## src/rtl/config_master_pkg.sv

```systemverilog
// Shared constants for the config master: address-type codes, register offsets
// and the FSM state encoding.
package config_master_pkg;

    localparam logic [2:0] ATYPE_CFG_REG = 3'b000;
    localparam logic [2:0] ATYPE_WGT_MEM = 3'b001;
    localparam logic [2:0] ATYPE_DST_MEM = 3'b010;
    localparam logic [2:0] ATYPE_VM_MEM  = 3'b100;
    localparam logic [2:0] ATYPE_VM_BUF  = 3'b110;

    localparam logic [3:0] REG_STATUS    = 4'h0;
    localparam logic [3:0] REG_RAND_SEED = 4'hE;

    typedef enum logic [2:0] {
        ST_IDLE     = 3'd0,
        ST_WR       = 3'd1,
        ST_RD_ISSUE = 3'd2,
        ST_RD_CAPT  = 3'd3,
        ST_RD_WAIT  = 3'd4
    } cm_state_t;

endpackage

```

## src/rtl/config_master_if.sv

```systemverilog
// Command / response / config-port bundle for config_master.
// master = the config_master side, slave = the command source and config target.
interface config_master_if #(
    parameter int CDW  = 21,
    parameter int CAW  = 15,
    parameter int LENW = 4
);
    logic            cmd_valid;
    logic            cmd_ready;
    logic            cmd_wr;
    logic [CAW-1:0]  cmd_addr;
    logic [CDW-1:0]  cmd_wdata;
    logic [LENW-1:0] cmd_len;

    logic            rsp_valid;
    logic            rsp_ready;
    logic [CDW-1:0]  rsp_data;
    logic [CAW-1:0]  rsp_addr;
    logic            rsp_last;

    logic            config_we;
    logic [CAW-1:0]  config_waddr;
    logic [CDW-1:0]  config_wdata;
    logic            config_re;
    logic [CAW-1:0]  config_raddr;
    logic [CDW-1:0]  config_rdata;

    modport master (
        input  cmd_valid, cmd_wr, cmd_addr, cmd_wdata, cmd_len, rsp_ready, config_rdata,
        output cmd_ready, rsp_valid, rsp_data, rsp_addr, rsp_last,
               config_we, config_waddr, config_wdata, config_re, config_raddr
    );

    modport slave (
        output cmd_valid, cmd_wr, cmd_addr, cmd_wdata, cmd_len, rsp_ready, config_rdata,
        input  cmd_ready, rsp_valid, rsp_data, rsp_addr, rsp_last,
               config_we, config_waddr, config_wdata, config_re, config_raddr
    );

endinterface

```

## src/rtl/config_master.sv

```systemverilog
// Config-space master: turns write/read burst commands into config strobes.
// Bursts (cmd_len) are honoured only when CONFIG_MASTER_BURST_EN is defined.
module config_master
    import config_master_pkg::*;
#(
    parameter int CDW  = 21,
    parameter int CAW  = 15,
    parameter int ATW  = 3,
    parameter int LENW = 4
) (
    input  logic            clk,
    input  logic            rst,
    config_master_if.master bus,
    output logic            busy
);

    localparam int LW = CAW - ATW;

    cm_state_t       r_state, w_state_nxt;
    logic [CAW-1:0]  r_addr, w_addr_nxt, w_addr_inc;
    logic            r_we, w_we_nxt;
    logic [CAW-1:0]  r_waddr, w_waddr_nxt;
    logic [CDW-1:0]  r_wdata, w_wdata_nxt;
    logic            r_re, w_re_nxt;
    logic [CAW-1:0]  r_raddr, w_raddr_nxt;
    logic            r_rsp_valid, w_rsp_valid_nxt;
    logic [CDW-1:0]  r_rsp_data, w_rsp_data_nxt;
    logic [CAW-1:0]  r_rsp_addr, w_rsp_addr_nxt;
    logic            r_rsp_last, w_rsp_last_nxt;
    logic            w_cmd_ready;
    logic            w_last;
    logic            w_accept;

    // Only the low region bits advance; the type field is pinned.
    assign w_addr_inc = {r_addr[CAW-1:LW], r_addr[LW-1:0] + LW'(1)};

`ifdef CONFIG_MASTER_BURST_EN
    logic [LENW-1:0] r_len, w_len_nxt;
    logic [LENW-1:0] r_beat, w_beat_nxt;

    assign w_last = (r_beat == r_len);

    always_comb begin
        w_len_nxt  = r_len;
        w_beat_nxt = r_beat;
        if (w_accept) begin
            w_len_nxt  = bus.cmd_len;
            w_beat_nxt = '0;
        end else if ((r_state == ST_WR && !w_last) ||
                     (r_state == ST_RD_WAIT && bus.rsp_ready && !w_last)) begin
            w_beat_nxt = r_beat + LENW'(1);
        end
    end

    always_ff @(posedge clk) begin
        if (rst) begin
            r_len  <= '0;
            r_beat <= '0;
        end else begin
            r_len  <= w_len_nxt;
            r_beat <= w_beat_nxt;
        end
    end
`else
    logic [LENW-1:0] w_unused_len;

    assign w_unused_len = bus.cmd_len;
    assign w_last       = 1'b1;
`endif

    assign w_cmd_ready = (r_state == ST_IDLE) && !rst;
    assign w_accept    = bus.cmd_valid && w_cmd_ready;

    always_comb begin
        w_state_nxt     = r_state;
        w_addr_nxt      = r_addr;
        w_we_nxt        = 1'b0;
        w_waddr_nxt     = r_waddr;
        w_wdata_nxt     = r_wdata;
        w_re_nxt        = 1'b0;
        w_raddr_nxt     = r_raddr;
        w_rsp_valid_nxt = r_rsp_valid;
        w_rsp_data_nxt  = r_rsp_data;
        w_rsp_addr_nxt  = r_rsp_addr;
        w_rsp_last_nxt  = r_rsp_last;

        case (r_state)
            ST_IDLE: begin
                if (w_accept) begin
                    w_addr_nxt = bus.cmd_addr;
                    if (bus.cmd_wr) begin
                        w_state_nxt = ST_WR;
                        w_we_nxt    = 1'b1;
                        w_waddr_nxt = bus.cmd_addr;
                        w_wdata_nxt = bus.cmd_wdata;
                    end else begin
                        w_state_nxt = ST_RD_ISSUE;
                        w_re_nxt    = 1'b1;
                        w_raddr_nxt = bus.cmd_addr;
                    end
                end
            end
            ST_WR: begin
                if (w_last) begin
                    w_state_nxt = ST_IDLE;
                end else begin
                    w_we_nxt    = 1'b1;
                    w_addr_nxt  = w_addr_inc;
                    w_waddr_nxt = w_addr_inc;
                end
            end
            ST_RD_ISSUE: begin
                w_state_nxt = ST_RD_CAPT;
            end
            ST_RD_CAPT: begin
                w_state_nxt     = ST_RD_WAIT;
                w_rsp_valid_nxt = 1'b1;
                w_rsp_data_nxt  = bus.config_rdata;
                w_rsp_addr_nxt  = r_addr;
                w_rsp_last_nxt  = w_last;
            end
            ST_RD_WAIT: begin
                if (bus.rsp_ready) begin
                    w_rsp_valid_nxt = 1'b0;
                    if (w_last) begin
                        w_state_nxt = ST_IDLE;
                    end else begin
                        w_state_nxt = ST_RD_ISSUE;
                        w_re_nxt    = 1'b1;
                        w_addr_nxt  = w_addr_inc;
                        w_raddr_nxt = w_addr_inc;
                    end
                end
            end
            default: begin
                w_state_nxt = ST_IDLE;
            end
        endcase
    end

    always_ff @(posedge clk) begin
        if (rst) begin
            r_state     <= ST_IDLE;
            r_addr      <= '0;
            r_we        <= 1'b0;
            r_waddr     <= '0;
            r_wdata     <= '0;
            r_re        <= 1'b0;
            r_raddr     <= '0;
            r_rsp_valid <= 1'b0;
            r_rsp_data  <= '0;
            r_rsp_addr  <= '0;
            r_rsp_last  <= 1'b0;
        end else begin
            r_state     <= w_state_nxt;
            r_addr      <= w_addr_nxt;
            r_we        <= w_we_nxt;
            r_waddr     <= w_waddr_nxt;
            r_wdata     <= w_wdata_nxt;
            r_re        <= w_re_nxt;
            r_raddr     <= w_raddr_nxt;
            r_rsp_valid <= w_rsp_valid_nxt;
            r_rsp_data  <= w_rsp_data_nxt;
            r_rsp_addr  <= w_rsp_addr_nxt;
            r_rsp_last  <= w_rsp_last_nxt;
        end
    end

    assign bus.cmd_ready    = w_cmd_ready;
    assign bus.rsp_valid    = r_rsp_valid;
    assign bus.rsp_data     = r_rsp_data;
    assign bus.rsp_addr     = r_rsp_addr;
    assign bus.rsp_last     = r_rsp_last;
    assign bus.config_we    = r_we;
    assign bus.config_waddr = r_waddr;
    assign bus.config_wdata = r_wdata;
    assign bus.config_re    = r_re;
    assign bus.config_raddr = r_raddr;
    assign busy             = (r_state != ST_IDLE);

endmodule

```

## src/flat_wrapper.sv

```systemverilog
// flat-port wrapper written by rule: the top's interface ports become plain ports
module config_master_flat import config_master_pkg::*;
#(
    parameter int CDW  = 21,
    parameter int CAW  = 15,
    parameter int ATW  = 3,
    parameter int LENW = 4
)
  (clk, rst, busy, bus_cmd_valid, bus_cmd_wr, bus_cmd_addr, bus_cmd_wdata, bus_cmd_len, bus_rsp_ready, bus_config_rdata, bus_cmd_ready, bus_rsp_valid, bus_rsp_data, bus_rsp_addr, bus_rsp_last, bus_config_we, bus_config_waddr, bus_config_wdata, bus_config_re, bus_config_raddr);
  config_master_if #(.CDW(CDW), .CAW(CAW), .LENW(LENW)) bus_i ();
  input  logic clk;
  input  logic rst;
  output logic busy;
  input wire logic [$bits(bus_i.cmd_valid)-1:0] bus_cmd_valid;
  input wire logic [$bits(bus_i.cmd_wr)-1:0] bus_cmd_wr;
  input wire logic [$bits(bus_i.cmd_addr)-1:0] bus_cmd_addr;
  input wire logic [$bits(bus_i.cmd_wdata)-1:0] bus_cmd_wdata;
  input wire logic [$bits(bus_i.cmd_len)-1:0] bus_cmd_len;
  input wire logic [$bits(bus_i.rsp_ready)-1:0] bus_rsp_ready;
  input wire logic [$bits(bus_i.config_rdata)-1:0] bus_config_rdata;
  output wire logic [$bits(bus_i.cmd_ready)-1:0] bus_cmd_ready;
  output wire logic [$bits(bus_i.rsp_valid)-1:0] bus_rsp_valid;
  output wire logic [$bits(bus_i.rsp_data)-1:0] bus_rsp_data;
  output wire logic [$bits(bus_i.rsp_addr)-1:0] bus_rsp_addr;
  output wire logic [$bits(bus_i.rsp_last)-1:0] bus_rsp_last;
  output wire logic [$bits(bus_i.config_we)-1:0] bus_config_we;
  output wire logic [$bits(bus_i.config_waddr)-1:0] bus_config_waddr;
  output wire logic [$bits(bus_i.config_wdata)-1:0] bus_config_wdata;
  output wire logic [$bits(bus_i.config_re)-1:0] bus_config_re;
  output wire logic [$bits(bus_i.config_raddr)-1:0] bus_config_raddr;
  assign bus_i.cmd_valid = bus_cmd_valid;
  assign bus_i.cmd_wr = bus_cmd_wr;
  assign bus_i.cmd_addr = bus_cmd_addr;
  assign bus_i.cmd_wdata = bus_cmd_wdata;
  assign bus_i.cmd_len = bus_cmd_len;
  assign bus_i.rsp_ready = bus_rsp_ready;
  assign bus_i.config_rdata = bus_config_rdata;
  assign bus_cmd_ready = bus_i.cmd_ready;
  assign bus_rsp_valid = bus_i.rsp_valid;
  assign bus_rsp_data = bus_i.rsp_data;
  assign bus_rsp_addr = bus_i.rsp_addr;
  assign bus_rsp_last = bus_i.rsp_last;
  assign bus_config_we = bus_i.config_we;
  assign bus_config_waddr = bus_i.config_waddr;
  assign bus_config_wdata = bus_i.config_wdata;
  assign bus_config_re = bus_i.config_re;
  assign bus_config_raddr = bus_i.config_raddr;
  config_master #(.CDW(CDW), .CAW(CAW), .ATW(ATW), .LENW(LENW)) u_core (.clk(clk), .rst(rst), .bus(bus_i), .busy(busy));
endmodule
```

## config.mk

```make
export PLATFORM = sky130hd
export DESIGN_NAME = config_master_flat
export DESIGN_NICKNAME = d
export VERILOG_FILES = /design/src/rtl/config_master_pkg.sv /design/src/rtl/config_master_if.sv /design/src/rtl/config_master.sv /design/src/flat_wrapper.sv
export SDC_FILE = /design/constraint.sdc
export NUM_CORES = 1
export LEC_CHECK = 0
export BUFFER_PORTS_ARGS = -buffer_cell sky130_fd_sc_hd__buf_2
export CAP_MARGIN = 5
export CORE_UTILIZATION = 45
export DETAILED_ROUTE_END_ITERATION = 7
export PLACE_DENSITY = 0.84
export RECOVER_POWER = 50
export REMOVE_ABC_BUFFERS = 1
export SYNTH_ARGS = -nofsm -noshare
export SYNTH_HDL_FRONTEND = slang
export SYNTH_SLANG_ARGS = --single-unit
```

## constraint.sdc

```tcl
create_clock -name clk -period 2.6 [get_ports clk]
set_input_delay 0.26 -clock clk [delete_from_list [all_inputs] [get_ports clk]]
set_output_delay 0.26 -clock clk [all_outputs]
set_load 0.01 [all_outputs]
```

==> results of run 1 <==
==> per-layer routing <==
metal	wire (um)	part of all wire, %	global-route usage [%]	up-vias
met4	138	1.4	9.47	0
li1	-	-	-	1827
met5	0	0	0	-
met3	807	8.0	5.72	11
met1	4380	43	27.5	1676
met2	4750	47	36.6	150
==> power by group <==
part           switching (mW)  leakage, nW  internal (mW)
sequential             0.0317        0.884           1.72
clock                   0.558       0.0995          0.475
combinational           0.195        0.695          0.102
==> kinds of logic after synthesis <==
family | count (synthesis) | synth area share, %
AO/OA/AOI/OAI | 158 | 22.0
buffers and inverters | 46 | 5.55
flip-flops | 109 | 56.2
AND/OR/NAND/NOR | 142 | 16.3
==> registers in the layout (all words and copies together) (netlist names) <==
name / count
u_core.bus.rsp_data: 21
u_core.bus.config_wdata: 21
u_core.bus.config_re: 1
u_core.bus.config_waddr: 15
u_core.bus.rsp_last: 1
u_core.r_addr: 15
u_core.r_state: 3
u_core.bus.config_raddr: 15
u_core.bus.config_we: 1
u_core.bus.rsp_addr: 15
u_core.bus.rsp_valid: 1
==> through the flow <==
| step | total power [mW] | hold WS [ns] | utilization, % |
|---|---|---|---|
| 2_1_floorplan | 1.93 | 0.329 | - |
| 3_3_place_gp | 2.08 | 0.438 | 56.0 |
| 3_5_place_dp | 2.10 | 0.443 | 56.0 |
| 4_1_cts | 3.12 | 0.116 | 58.4 |
| 5_1_grt | 3.22 | 0.118 | 57.0 |
| 6_report | 3.08 | 0.131 | 57.0 |
==> cell type report <==
cell class | count | area (um^2) | area share, %
Clock inverter | 5 | 60.1 | 1.27
Sequential cell | 109 | 2180 | 46.2
Multi-Input combinational cell | 300 | 1480 | 31.4
Timing Repair Buffer | 162 | 713 | 15.1
Clock buffer | 11 | 141 | 2.99
Tap cell | 105 | 131 | 2.78
Inverter | 3 | 16.3 | 0.344
==> synthesized netlist by cell type <==
cell,count
a211oi_1,1
a21oi_1,90
a22o_1,15
and2_1,2
and3b_1,1
buf_1,2
buf_2,6
buf_6,4
clkbuf_1,31
clkinv_4,1
dfxtp_1,109
inv_1,2
nand2_1,73
nand2b_1,1
nand3_1,52
nand3b_1,1
nor2_1,7
nor2b_1,1
nor3_1,1
nor4_1,2
o21ai_0,51
o31ai_1,1
or4_4,1
==> worst min-delay path by stage <==
stage	start	end	slack, ns	cells past startpoint
floorplan	rst	u_core.bus.config_raddr[0]$_SDFFE_PP0P_	0.33	1
global placement	u_core.bus.rsp_data[8]$_SDFFE_PP0P_	u_core.bus.rsp_data[8]$_SDFFE_PP0P_	0.44	2
detailed placement	u_core.bus.rsp_addr[10]$_SDFFE_PP0P_	u_core.bus.rsp_addr[10]$_SDFFE_PP0P_	0.44	2
CTS	bus_config_rdata[11]	u_core.bus.rsp_data[11]$_SDFFE_PP0P_	0.12	3
global route	bus_config_rdata[4]	u_core.bus.rsp_data[4]$_SDFFE_PP0P_	0.12	3
finish	bus_config_rdata[11]	u_core.bus.rsp_data[11]$_SDFFE_PP0P_	0.13	3
==> critical path: stages (launching register included) <==
cell and delay (ns):
dfxtp_1 0.39, or4_4 0.58, clkinv_4 0.22, buf_4 0.29, buf_2 0.17
==> results.json, run 1 <==
{
  "tns_ns": 0,
  "fin_crit_sh_pct": 87.4,
  "ys_ff_latch": 109,
  "pre_cts_ws_ns": 0.638,
  "cts_tree": "built",
  "reg2reg_slack_ns": 0.64,
  "post_cts_buffers": 0,
  "slew_headroom_pct": -23.8,
  "port_buffers": 154,
  "p_leak_nw": 1.68,
  "syn_area_mm2": 0.00388,
  "cts-root-buf": "clkbuf_8",
  "setup_viol": 0,
  "grt_pass1_vias": 3344,
  "cap_violations": 1,
  "vias": 3664,
  "arrival_ns": 2.01,
  "io_pins": 159,
  "r2r_cells": 4,
  "grt_max_degree": 93,
  "antenna_left": 0,
  "cts_made_buffers": 9,
  "timing.rr.start": "u_core.r_state[2]$_SDFFE_PP0P_",
  "die_h_um": 94.9,
  "grt_use_total_pct": 22.3,
  "ys_types": 23,
  "final_nets": 651,
  "place_congestion": 0.798,
  "ir_worst_vdd_mv": 0.391,
  "fmax_mhz": 440,
  "postSynthCellCount": 455,
  "synth_top_area_share_pct": 56.2,
  "synthToLayoutAreaGrowth_pct": 21.8,
  "design_area_mm2": 0.00473,
  "endpoint_kind": "output port",
  "wl_per_cell_um": 14.5,
  "cellPowerDensity_mw_per_mm2": 652,
  "status": "finished with violations",
  "ctsResizeCount": 0,
  "dp.cells": 679,
  "worstSetupPathType": "reg2out",
  "tightestPinTransition_ns": 1.86,
  "hp-class": "in2reg",
  "endpoint": "bus_cmd_ready",
  "yosysSeqAreaShare_pct": 56.2,
  "grt_overflow": 0,
  "drc": 0,
  "antenna_cells": 0,
  "drtIter0Drc": 185,
  "drtPass1Iterations": 5,
  "cp_max_fo": 34,
  "die_w_um": 94.9,
  "rows": 33,
  "yosysTopAreaCell": "dfxtp_1",
  "wl_mm": 10.1,
  "place_area_mm2": 0.00465,
  "slew_violations": 93,
  "clk_path_buf_depth": 2,
  "nFillCells": 862,
  "violations": "max-capacitance violations, max-slew violations",
  "rsz0062_at_grt": "no",
  "cts_hold_buf": 0,
  "clk_transition_reported_paths_ns": 0.10,
  "die_area_mm2": 0.00900,
  "required_ns": 2.34,
  "layoutNonFillerInstCount": 695,
  "vias_per_cell": 5.27,
  "core_area_mm2": 0.00830,
  "synthTopCellsByArea": "dfxtp_1 (56%), a21oi_1 (12%), nand2_1 (7.1%)",
  "worst_slack_ns": 0.327,
  "layout_common_cells": "dfxtp_1 (109), clkbuf_1 (93), a21oi_1 (90)",
  "layout_commonest_cell": "dfxtp_1",
  "clk_latency_ns": 0.35,
  "critPathLaunchType": "flop",
  "finalCriticalPeriod_ns": 2.27,
  "start_util_pct": 46.8,
  "fin_skew_ns": 0.0118,
  "h-tree-depth": 3,
  "grt_first_pass_wirelength_mm": 15.7,
  "hold_violations": 0,
  "place_hpwl_mm": 6.58,
  "syn_avg_cell_area_um2": 8.53,
  "ys_warn_count": 0,
  "critical_path.startpoint": "u_core.r_state[2]$_SDFFE_PP0P_",
  "drive_above_1_share_pct": 14.7,
  "cts.sinks": 109,
  "antenna_found_initial": 0,
  "r2r_end": "u_core.r_addr[9]$_SDFFE_PP0P_"
}
(Power assumes the default switching activity.)
==> run 2: changes to the inputs <==
--- a/config.mk
+++ b/config.mk
@@ -7,7 +7,7 @@
 export LEC_CHECK = 0
 export BUFFER_PORTS_ARGS = -buffer_cell sky130_fd_sc_hd__buf_2
 export CAP_MARGIN = 5
-export CORE_UTILIZATION = 45
+export CORE_UTILIZATION = 43
 export DETAILED_ROUTE_END_ITERATION = 7
 export PLACE_DENSITY = 0.84
 export RECOVER_POWER = 50
==> constraint.sdc (replaced) <==
create_clock -name clk -period 1.8 [get_ports clk]
set_input_delay 0.18 -clock clk [delete_from_list [all_inputs] [get_ports clk]]
set_output_delay 0.18 -clock clk [all_outputs]
set_load 0.005 [all_outputs]
==> run 2 against run 1 <==
  * The flow now finishes without violations
  * Die area is 4.6% higher
  * Power is 42% higher
  * Non-clock buffer count is 6 higher
  * Critical path depth is 1 lower
  * Cell count is 1.2% higher
  * First-iteration DRC count is 23% lower
  * Count of clock-buffer cells in the layout is 1 lower
  * Register-to-register slack worse by 0.46 ns
  * Clock power is 36% higher
  * Wire length is 4.1% lower
  * Sequential share of layout area is 1.3 points lower
  * Combinational power is 51% higher
  * Critical endpoint unchanged
  * Largest power group unchanged
  * Highest routed layer unchanged
==> results.json, run 2 (synthesis gave the netlist of run 1 again) <==
{
  "place_congestion": 0.759,
  "cts.sinks": 109,
  "cts_made_buffers": 9,
  "die_h_um": 97.0,
  "antenna_cells": 0,
  "r2r_cells": 4,
  "clk_transition_reported_paths_ns": 0.09,
  "io_pins": 159,
  "cap_violations": 0,
  "cp_max_fo": 19,
  "clk_path_buf_depth": 2,
  "status": "complete, no violations",
  "cellPowerDensity_mw_per_mm2": 899,
  "setup_viol": 0,
  "slew_violations": 0,
  "grt_overflow": 0,
  "wl_mm": 9.66,
  "drive_above_1_share_pct": 24.5,
  "hp-class": "in2reg",
  "nFillCells": 829,
  "grt_use_total_pct": 20.5,
  "ir_worst_vdd_mv": 0.402,
  "h-tree-depth": 3,
  "hold_violations": 0,
  "layout_commonest_cell": "buf_2",
  "start_util_pct": 44.5,
  "drc": 0,
  "fin_crit_sh_pct": 94.4,
  "endpoint": "bus_cmd_ready",
  "grt_first_pass_wirelength_mm": 16.1,
  "endpoint_kind": "output port",
  "fin_util_pct": 55.8,
  "grt_pass1_vias": 3537,
  "critPathLaunchType": "flop",
  "layoutNonFillerInstCount": 703,
  "cts_tree": "built",
  "drtPass1Iterations": 4,
  "required_ns": 1.62,
  "cts_hold_buf": 0,
  "slew_headroom_pct": 40.3,
  "tightestPinTransition_ns": 0.896,
  "critical_path.startpoint": "u_core.r_state[1]$_SDFFE_PP0P_",
  "port_buffers": 154,
  "antenna_found_initial": 0,
  "arrival_ns": 1.52,
  "die_area_mm2": 0.00941,
  "core_area_mm2": 0.00872,
  "dp.cells": 687,
  "grt_max_degree": 89,
  "fin_hold_ws_ns": 0.0548,
  "vias_per_cell": 5.24,
  "worstSetupPathType": "reg2out",
  "timing.rr.start": "u_core.r_state[1]$_SDFFE_PP0P_",
  "synthToLayoutAreaGrowth_pct": 25.3,
  "final_nets": 657,
  "cts-root-buf": "clkbuf_8",
  "die_w_um": 97.0,
  "fmax_mhz": 589,
  "p_leak_nw": 1.94,
  "finalCriticalPeriod_ns": 1.70,
  "r2r_end": "u_core.bus.config_raddr[14]$_SDFFE_PP0P_",
  "antenna_left": 0,
  "clk_latency_ns": 0.35,
  "drtIter0Drc": 142,
  "vias": 3685,
  "reg2reg_slack_ns": 0.18,
  "wl_per_cell_um": 13.7,
  "power_mw": 4.37,
  "rsz0062_at_grt": "no",
  "rows": 34,
  "fin_skew_ns": 0.00802,
  "place_hpwl_mm": 6.55,
  "layout_common_cells": "buf_2 (115), dfxtp_1 (109), a21oi_1 (89)"
}
[run 2: worst min-delay path by stage]
stage                                                   end  cells after the start  slack, ns  start
finish                    u_core.bus.rsp_valid$_SDFFE_PP0P_                      2       0.05    rst
global route              u_core.bus.rsp_valid$_SDFFE_PP0P_                      2       0.03    rst
CTS                       u_core.bus.rsp_valid$_SDFFE_PP0P_                      2       0.02    rst
detailed placement        u_core.bus.rsp_valid$_SDFFE_PP0P_                      2       0.42    rst
global placement          u_core.bus.rsp_valid$_SDFFE_PP0P_                      2       0.41    rst
floorplan           u_core.bus.config_raddr[0]$_SDFFE_PP0P_                      1       0.25    rst
[run 2: metal layers]
metal  global-route usage, %  wire, um  vias to the layer above
met2                    33.7      4590                      136
met4                    8.04       125                        0
li1                        -         -                     1838
met3                    5.85       580                       13
met1                    25.2      4370                     1698
met5                       0         0                        -
[run 2: metrics by stage]
stage	TNS [ns]	setup WS (ns)	cell area, um^2
global route	0	0.0420	4860
floorplan	-2.96	-0.197	3680
global placement	0	0.153	4710
CTS	0	0.0204	4900
finish	0	0.101	4860
detailed placement	0	0.0908	4710
[run 2: area by class of cell]
| type | instances | area, um^2 | share of cell area [%] |
|---|---|---|---|
| Timing Repair Buffer | 168 | 856 | 17.6 |
| Multi-Input combinational cell | 300 | 1490 | 30.6 |
| Inverter | 3 | 23.8 | 0.489 |
| Tap cell | 108 | 135 | 2.78 |
| Clock buffer | 10 | 128 | 2.62 |
| Sequential cell | 109 | 2180 | 44.9 |
| Clock inverter | 5 | 52.6 | 1.08 |
[run 2: power by group]
group | total [mW] | switching, mW | internal, mW | leakage [nW]
sequential | 2.52 | 0.0374 | 2.49 | 0.884
clock | 1.40 | 0.770 | 0.630 | 0.0919
combinational | 0.449 | 0.272 | 0.177 | 0.967
[run 2: worst max-delay path, cell delays in order (launching register included)]
cell	delay [ns]
dfxtp_1	0.32
or4_4	0.60
clkinv_8	0.13
buf_2	0.12
[run 2: what timing repair did]
item,CTS,global route
setup buffers,0,1
gates resized for setup,1,2
setup endpoints to repair,1,25
pin swaps,0,1
